`src/rtl/divider_seq_nr.sv`:
```
// Sequential non-restoring divider, ROWS_PER_CYCLE rows per clock.
// Ports: in_clk/in_rst_n, in_start/in_signed/in_dividend/in_divisor
// in; out_busy, out_done, out_quotient, out_remainder,
// out_div_by_zero out.
module divider_seq_nr #(
  parameter int WIDTH          = 32,
  parameter int ROWS_PER_CYCLE = 1
) (
  input  logic             in_clk,
  input  logic             in_rst_n,
  input  logic             in_start,
  input  logic             in_signed,
  input  logic [WIDTH-1:0] in_dividend,
  input  logic [WIDTH-1:0] in_divisor,
  output logic             out_busy,
  output logic             out_done,
  output logic [WIDTH-1:0] out_quotient,
  output logic [WIDTH-1:0] out_remainder,
  output logic             out_div_by_zero
);

  localparam int N  = WIDTH / ROWS_PER_CYCLE;
  localparam int CW = $clog2(N + 1);

  typedef enum logic [1:0] {
    IDLE,
    ITER,
    FIX
  } state_t;

  state_t state, state_nx;

  logic [WIDTH:0]   p, p_nx, sh, d_ext;
  logic [WIDTH-1:0] q, q_nx, d;
  logic [CW-1:0]    cnt;
  logic             sa, sb, dz;

  logic             accept, dz_in;
  logic             a_neg, b_neg;
  logic [WIDTH-1:0] a_mag, b_mag;
  logic [WIDTH-1:0] r_mag, q_fin, r_fin;

  // a start in the done cycle is dropped
  assign accept = (state == IDLE) && in_start && !out_done;
  assign dz_in  = (in_divisor == '0);
  assign a_neg  = in_signed & in_dividend[WIDTH-1];
  assign b_neg  = in_signed & in_divisor[WIDTH-1];
  assign a_mag  = a_neg ? -in_dividend : in_dividend;
  assign b_mag  = b_neg ? -in_divisor : in_divisor;
  assign d_ext  = {1'b0, d};
  assign out_busy = (state != IDLE);

  always_ff @(posedge in_clk or negedge in_rst_n) begin
    if (!in_rst_n) state <= IDLE;
    else           state <= state_nx;
  end

  always_comb begin
    state_nx = state;
    unique case (state)
      IDLE: if (accept) state_nx = ITER;
      ITER: if (cnt == CW'(1)) state_nx = FIX;
      FIX:  state_nx = IDLE;
      default: state_nx = IDLE;
    endcase
  end

  // chained rows; P wraps modulo 2^(WIDTH+1) but
  // always lands back in [-D, D), so its sign is exact
  always_comb begin
    p_nx = p;
    q_nx = q;
    sh   = '0;
    for (int i = 0; i < ROWS_PER_CYCLE; i++) begin
      sh = {p_nx[WIDTH-1:0], q_nx[WIDTH-1]};
      if (!p_nx[WIDTH]) sh = sh - d_ext;
      else              sh = sh + d_ext;
      q_nx = {q_nx[WIDTH-2:0], ~sh[WIDTH]};
      p_nx = sh;
    end
  end

  // restored remainder lies in [0, D), so WIDTH bits suffice
  assign r_mag = p[WIDTH] ? (p[WIDTH-1:0] + d)
                          : p[WIDTH-1:0];
  assign q_fin = (sa ^ sb) ? -q : q;
  assign r_fin = sa ? -r_mag : r_mag;

  always_ff @(posedge in_clk or negedge in_rst_n) begin
    if (!in_rst_n) begin
      p               <= '0;
      q               <= '0;
      d               <= '0;
      cnt             <= '0;
      sa              <= 1'b0;
      sb              <= 1'b0;
      dz              <= 1'b0;
      out_done        <= 1'b0;
      out_quotient    <= '0;
      out_remainder   <= '0;
      out_div_by_zero <= 1'b0;
    end else begin
      out_done <= 1'b0;
      unique case (state)
        IDLE: begin
          if (accept) begin
            p  <= '0;
            // zero divisor keeps the raw dividend in Q
            q  <= dz_in ? in_dividend : a_mag;
            d  <= b_mag;
            sa <= a_neg;
            sb <= b_neg;
            dz <= dz_in;
            // zero divisor: one idle ITER cycle, then FIX
            cnt <= dz_in ? CW'(1) : CW'(N);
          end
        end
        ITER: begin
          cnt <= cnt - CW'(1);
          if (!dz) begin
            p <= p_nx;
            q <= q_nx;
          end
        end
        FIX: begin
          out_done        <= 1'b1;
          out_div_by_zero <= dz;
          if (dz) begin
            out_quotient  <= '1;
            out_remainder <= q;
          end else begin
            out_quotient  <= q_fin;
            out_remainder <= r_fin;
          end
        end
        default: ;
      endcase
    end
  end

endmodule

```
`config.mk`:
```
export PLATFORM = sky130hd
export DESIGN_NAME = divider_seq_nr
export DESIGN_NICKNAME = d
export VERILOG_FILES = /design/src/rtl/divider_seq_nr.sv
export SDC_FILE = /design/constraint.sdc
export NUM_CORES = 1
export LEC_CHECK = 0
export BUFFER_PORTS_ARGS = -buffer_cell sky130_fd_sc_hd__clkbuf_2
export CORE_ASPECT_RATIO = 0.5
export CORE_MARGIN = 2
export CORE_UTILIZATION = 55
export DETAILED_ROUTE_END_ITERATION = 16
export PLACE_DENSITY = 0.78
export SYNTH_ARGS = -nofsm -noshare
export SYNTH_HDL_FRONTEND = slang
export SYNTH_SLANG_ARGS = --single-unit
```
`constraint.sdc`:
```
create_clock -name in_clk -period 5.1 [get_ports in_clk]
set_clock_uncertainty 0.15 [all_clocks]
set_input_delay 0.51 -clock in_clk [delete_from_list [all_inputs] [get_ports in_clk]]
set_output_delay 0.51 -clock in_clk [all_outputs]
set_load 0.01 [all_outputs]
```
==> flow_summary.toml <==
[min_path]
hold_path.class = "in2async"

[logic_synthesis]
ys_ff_latch = 174
netlist_area_um2 = 14200
synth_area_leaders = "dfrtp_1 (31%), a21oi_1 (6.7%), xor2_1 (6.7%)"
ys_seq_area_frac = 0.307
ys_types = 90
synth_edf_count = 0
synth_ff_type = "dfrtp_1"
synth_top_area_frac = 0.307
synth_area_per_cell_um2 = 8.00
yosys_warnings = 0
synth_largest_area_cell = "dfrtp_1"
synthCells = 1772
syn_nets = 1912
synthArstFlopShare = 1.00

[cells_and_area]
utilization = 0.622
nets = 1991
drive_above_1_share = 0.133
syn_to_final_growth_pct = 10.8
fillers = 2220

[worst_setup_path]
worstSetupPathType = "reg2reg"
r2r_slack_ps = 390
end_kind = "flop"
path_max_fanout = 6
critPathRequiredTime_ps = 5280
arrival_ps = 4890
worstSetupStartpointType = "flop"

[route]
route.detailed.drc = 0
vias_per_cell = 6.07
first_iter_violations = 1324
first_pass_iters = 6
vias = 13400
wl_per_cell_um = 18.4
totalWireLength_mm = 40.6
route.met3.wl_mm = 4.34
met2_length_mm = 16.7
ant_nets = 0
wl_met1_mm = 18.9
routed.top_layer = "met4"

[timing]
rsz0062_at_grt = "no"
finalHoldViolCount = 0
tightest_slew_ps = 1160
slew_violations = 0
period_needed_ps = 4710
hold_slack_ps = 59.3
finalSetupTns_ps = 0
max_freq_ghz = 0.212
finalSetupViolations = 0
fin_crit_sh = 0.923
slew_headroom = 0.222

[flow_run]
maxCapViolations = 0

[placement]
port_buffers = 134
place_hpwl_mm = 30.1
globalplace.congestion = 0.937

[cts]
cts_made_buffers = 17
htreeDepth = 4
cts_tree = "yes"
root_buffer = "clkbuf_16"
clk_latency_ps = 450
clock_path_buffers = 2
cts.sinks = 174
clk_pin_slew_ps = 70
post_cts.repair.setup_buffers = 0

[grt]
grt_max_degree = 175
antenna_found_initial = 1
gr-total-overflow = 0
track_usage = 0.301
grt_pass1_vias = 12500
grt_pass1_wl_mm = 65.6

[floorplanning]
io_pins = 135
die_area_um2 = 27100
core_um2 = 25200
num_rows = 41
die_h_um = 118
initial_utilization = 0.562
dieWidth_um = 231

[run_status]
status = "complete, no violations"
==> cell type report <==
cell class,count,area [um2],share of cell area
inverters,41,154,0.00980
clock inverters,11,123,0.00781
multi-input cells,1461,9290,0.592
flip-flops and latches,174,4360,0.277
well taps,344,430,0.0274
diodes,1,2.50,0.000159
repair buffers,156,867,0.0552
clock buffers,21,480,0.0306
==> logic make-up (layout without fill, tap and decap cells) <==
logic type	count (synthesis)	in the layout	share of synthesized area
compound gates	599	599	0.265
xor+xnor	182	182	0.112
fa+ha+maj	72	72	0.0646
buf+inv	137	229	0.0402
flops	174	174	0.307
mux	14	14	0.0101
other cells	0	1	0
simple gates	594	594	0.201
==> sequential cells by signal, summed over array words and instances (netlist names) <==
| register | cells |
|---|---|
| cnt | 6 |
| d | 32 |
| dz | 1 |
| out_div_by_zero | 1 |
| out_done | 1 |
| out_quotient | 32 |
| out_remainder | 32 |
| p | 33 |
| q | 32 |
| sa | 1 |
| sb | 1 |
| state | 2 |
==> critical path, stage by stage (launching register included) <==
cell	delay, ps
dfrtp_1	470
or3_1	390
nor3_1	240
nor3b_1	300
and2_1	220
nor2_1	70
xor2_1	170
ha_1	370
a21o_1	190
a21o_1	180
a21oi_1	140
o21bai_1	90
a221oi_1	390
o21ai_0	150
a21oi_1	370
o21bai_1	160
a21oi_1	230
mux2i_1	220
nand3_1	90
==> worst paths after layout <==
check	startpoint	end	cells past startpoint
worst min register to register	out_remainder[23]$_DFFE_PN0P_	out_remainder[23]$_DFFE_PN0P_	2
worst max register to register	d[8]$_DFFE_PN0P_	p[29]$_DFFE_PN0P_	18
max in group asynchronous	in_rst_n	q[9]$_DFFE_PN0P_	2
worst max-delay path	d[8]$_DFFE_PN0P_	p[29]$_DFFE_PN0P_	18
min in group in_clk	in_divisor[1]	d[1]$_DFFE_PN0P_	3
worst min-delay path	in_rst_n	d[5]$_DFFE_PN0P_	2
==> timing repair <==
action / in CTS / in global routing
hold endpoints to repair: 0 / 0
resized for setup: 0 / 4
hold buffers: 0 / 0
endpoints found under the setup margin: 0 / 5
==> metal layers <==
layer  GRT usage  up-vias
li1            -     6515
met1       0.444     6275
met4      0.0847        0
met5           0        -
met3      0.0766       54
met2       0.434      570
==> metrics by stage <==
step	worst slack [ps]	instances	instance area [um2]
final	392	2209	15700
after global routing	9.59	2208	15700
after CTS	176	2208	15700
after detailed placement	248	2176	15100
after global placement	397	2176	15100
after floorplan	22.0	1772	14200
==> cell usage in the layout (no fill, tap or decap), types with 5 or more instances in the layout <==
cell	instances
o2111ai_1	6
nand2b_1	17
o211a_1	7
inv_1	40
o41ai_1	11
and2_1	14
nor2_1	159
or4_1	13
nor3_1	31
o21bai_1	7
mux2i_1	12
buf_4	20
nand3_1	31
nor4_1	13
xor2_1	108
a21o_1	31
nor2b_1	17
xnor2_1	74
or2_2	7
o21ai_1	19
clkbuf_16	17
or3_1	14
and3_1	17
nor3b_1	5
o21a_1	16
nand4_1	15
a31o_2	6
a31oi_1	22
ha_1	70
clkbuf_2	133
nand2_1	211
o211ai_1	7
a211o_1	5
dfrtp_1	173
o31ai_1	25
a21oi_1	191
o21ai_0	184
a41oi_1	5
==> synthesized netlist by cell type, drive strengths merged, types with 4 or more instances <==
| master | n |
|---|---|
| nand2 | 213 |
| o311ai | 6 |
| o2111ai | 6 |
| nor4 | 16 |
| xor2 | 108 |
| a2111oi | 5 |
| buf | 34 |
| or4 | 14 |
| nand3 | 32 |
| ha | 70 |
| a31oi | 23 |
| a221oi | 4 |
| clkbuf | 62 |
| and2 | 14 |
| nand2b | 18 |
| o21ai | 206 |
| o21a | 16 |
| nand4 | 16 |
| or3 | 15 |
| o211a | 7 |
| o211ai | 8 |
| o31ai | 29 |
| nor3b | 7 |
| a21oi | 193 |
| xnor2 | 74 |
| dfrtp | 174 |
| o21bai | 7 |
| o41ai | 15 |
| a21o | 31 |
| nor3 | 32 |
| nor2 | 161 |
| nor2b | 19 |
| or2 | 7 |
| a31o | 6 |
| inv | 41 |
| a211oi | 6 |
| and3 | 18 |
| mux2i | 12 |
| a211o | 5 |
| a41oi | 5 |
Power is not shown: default switching activity piles up to over one toggle a cycle in this logic, so the estimate is an artifact.
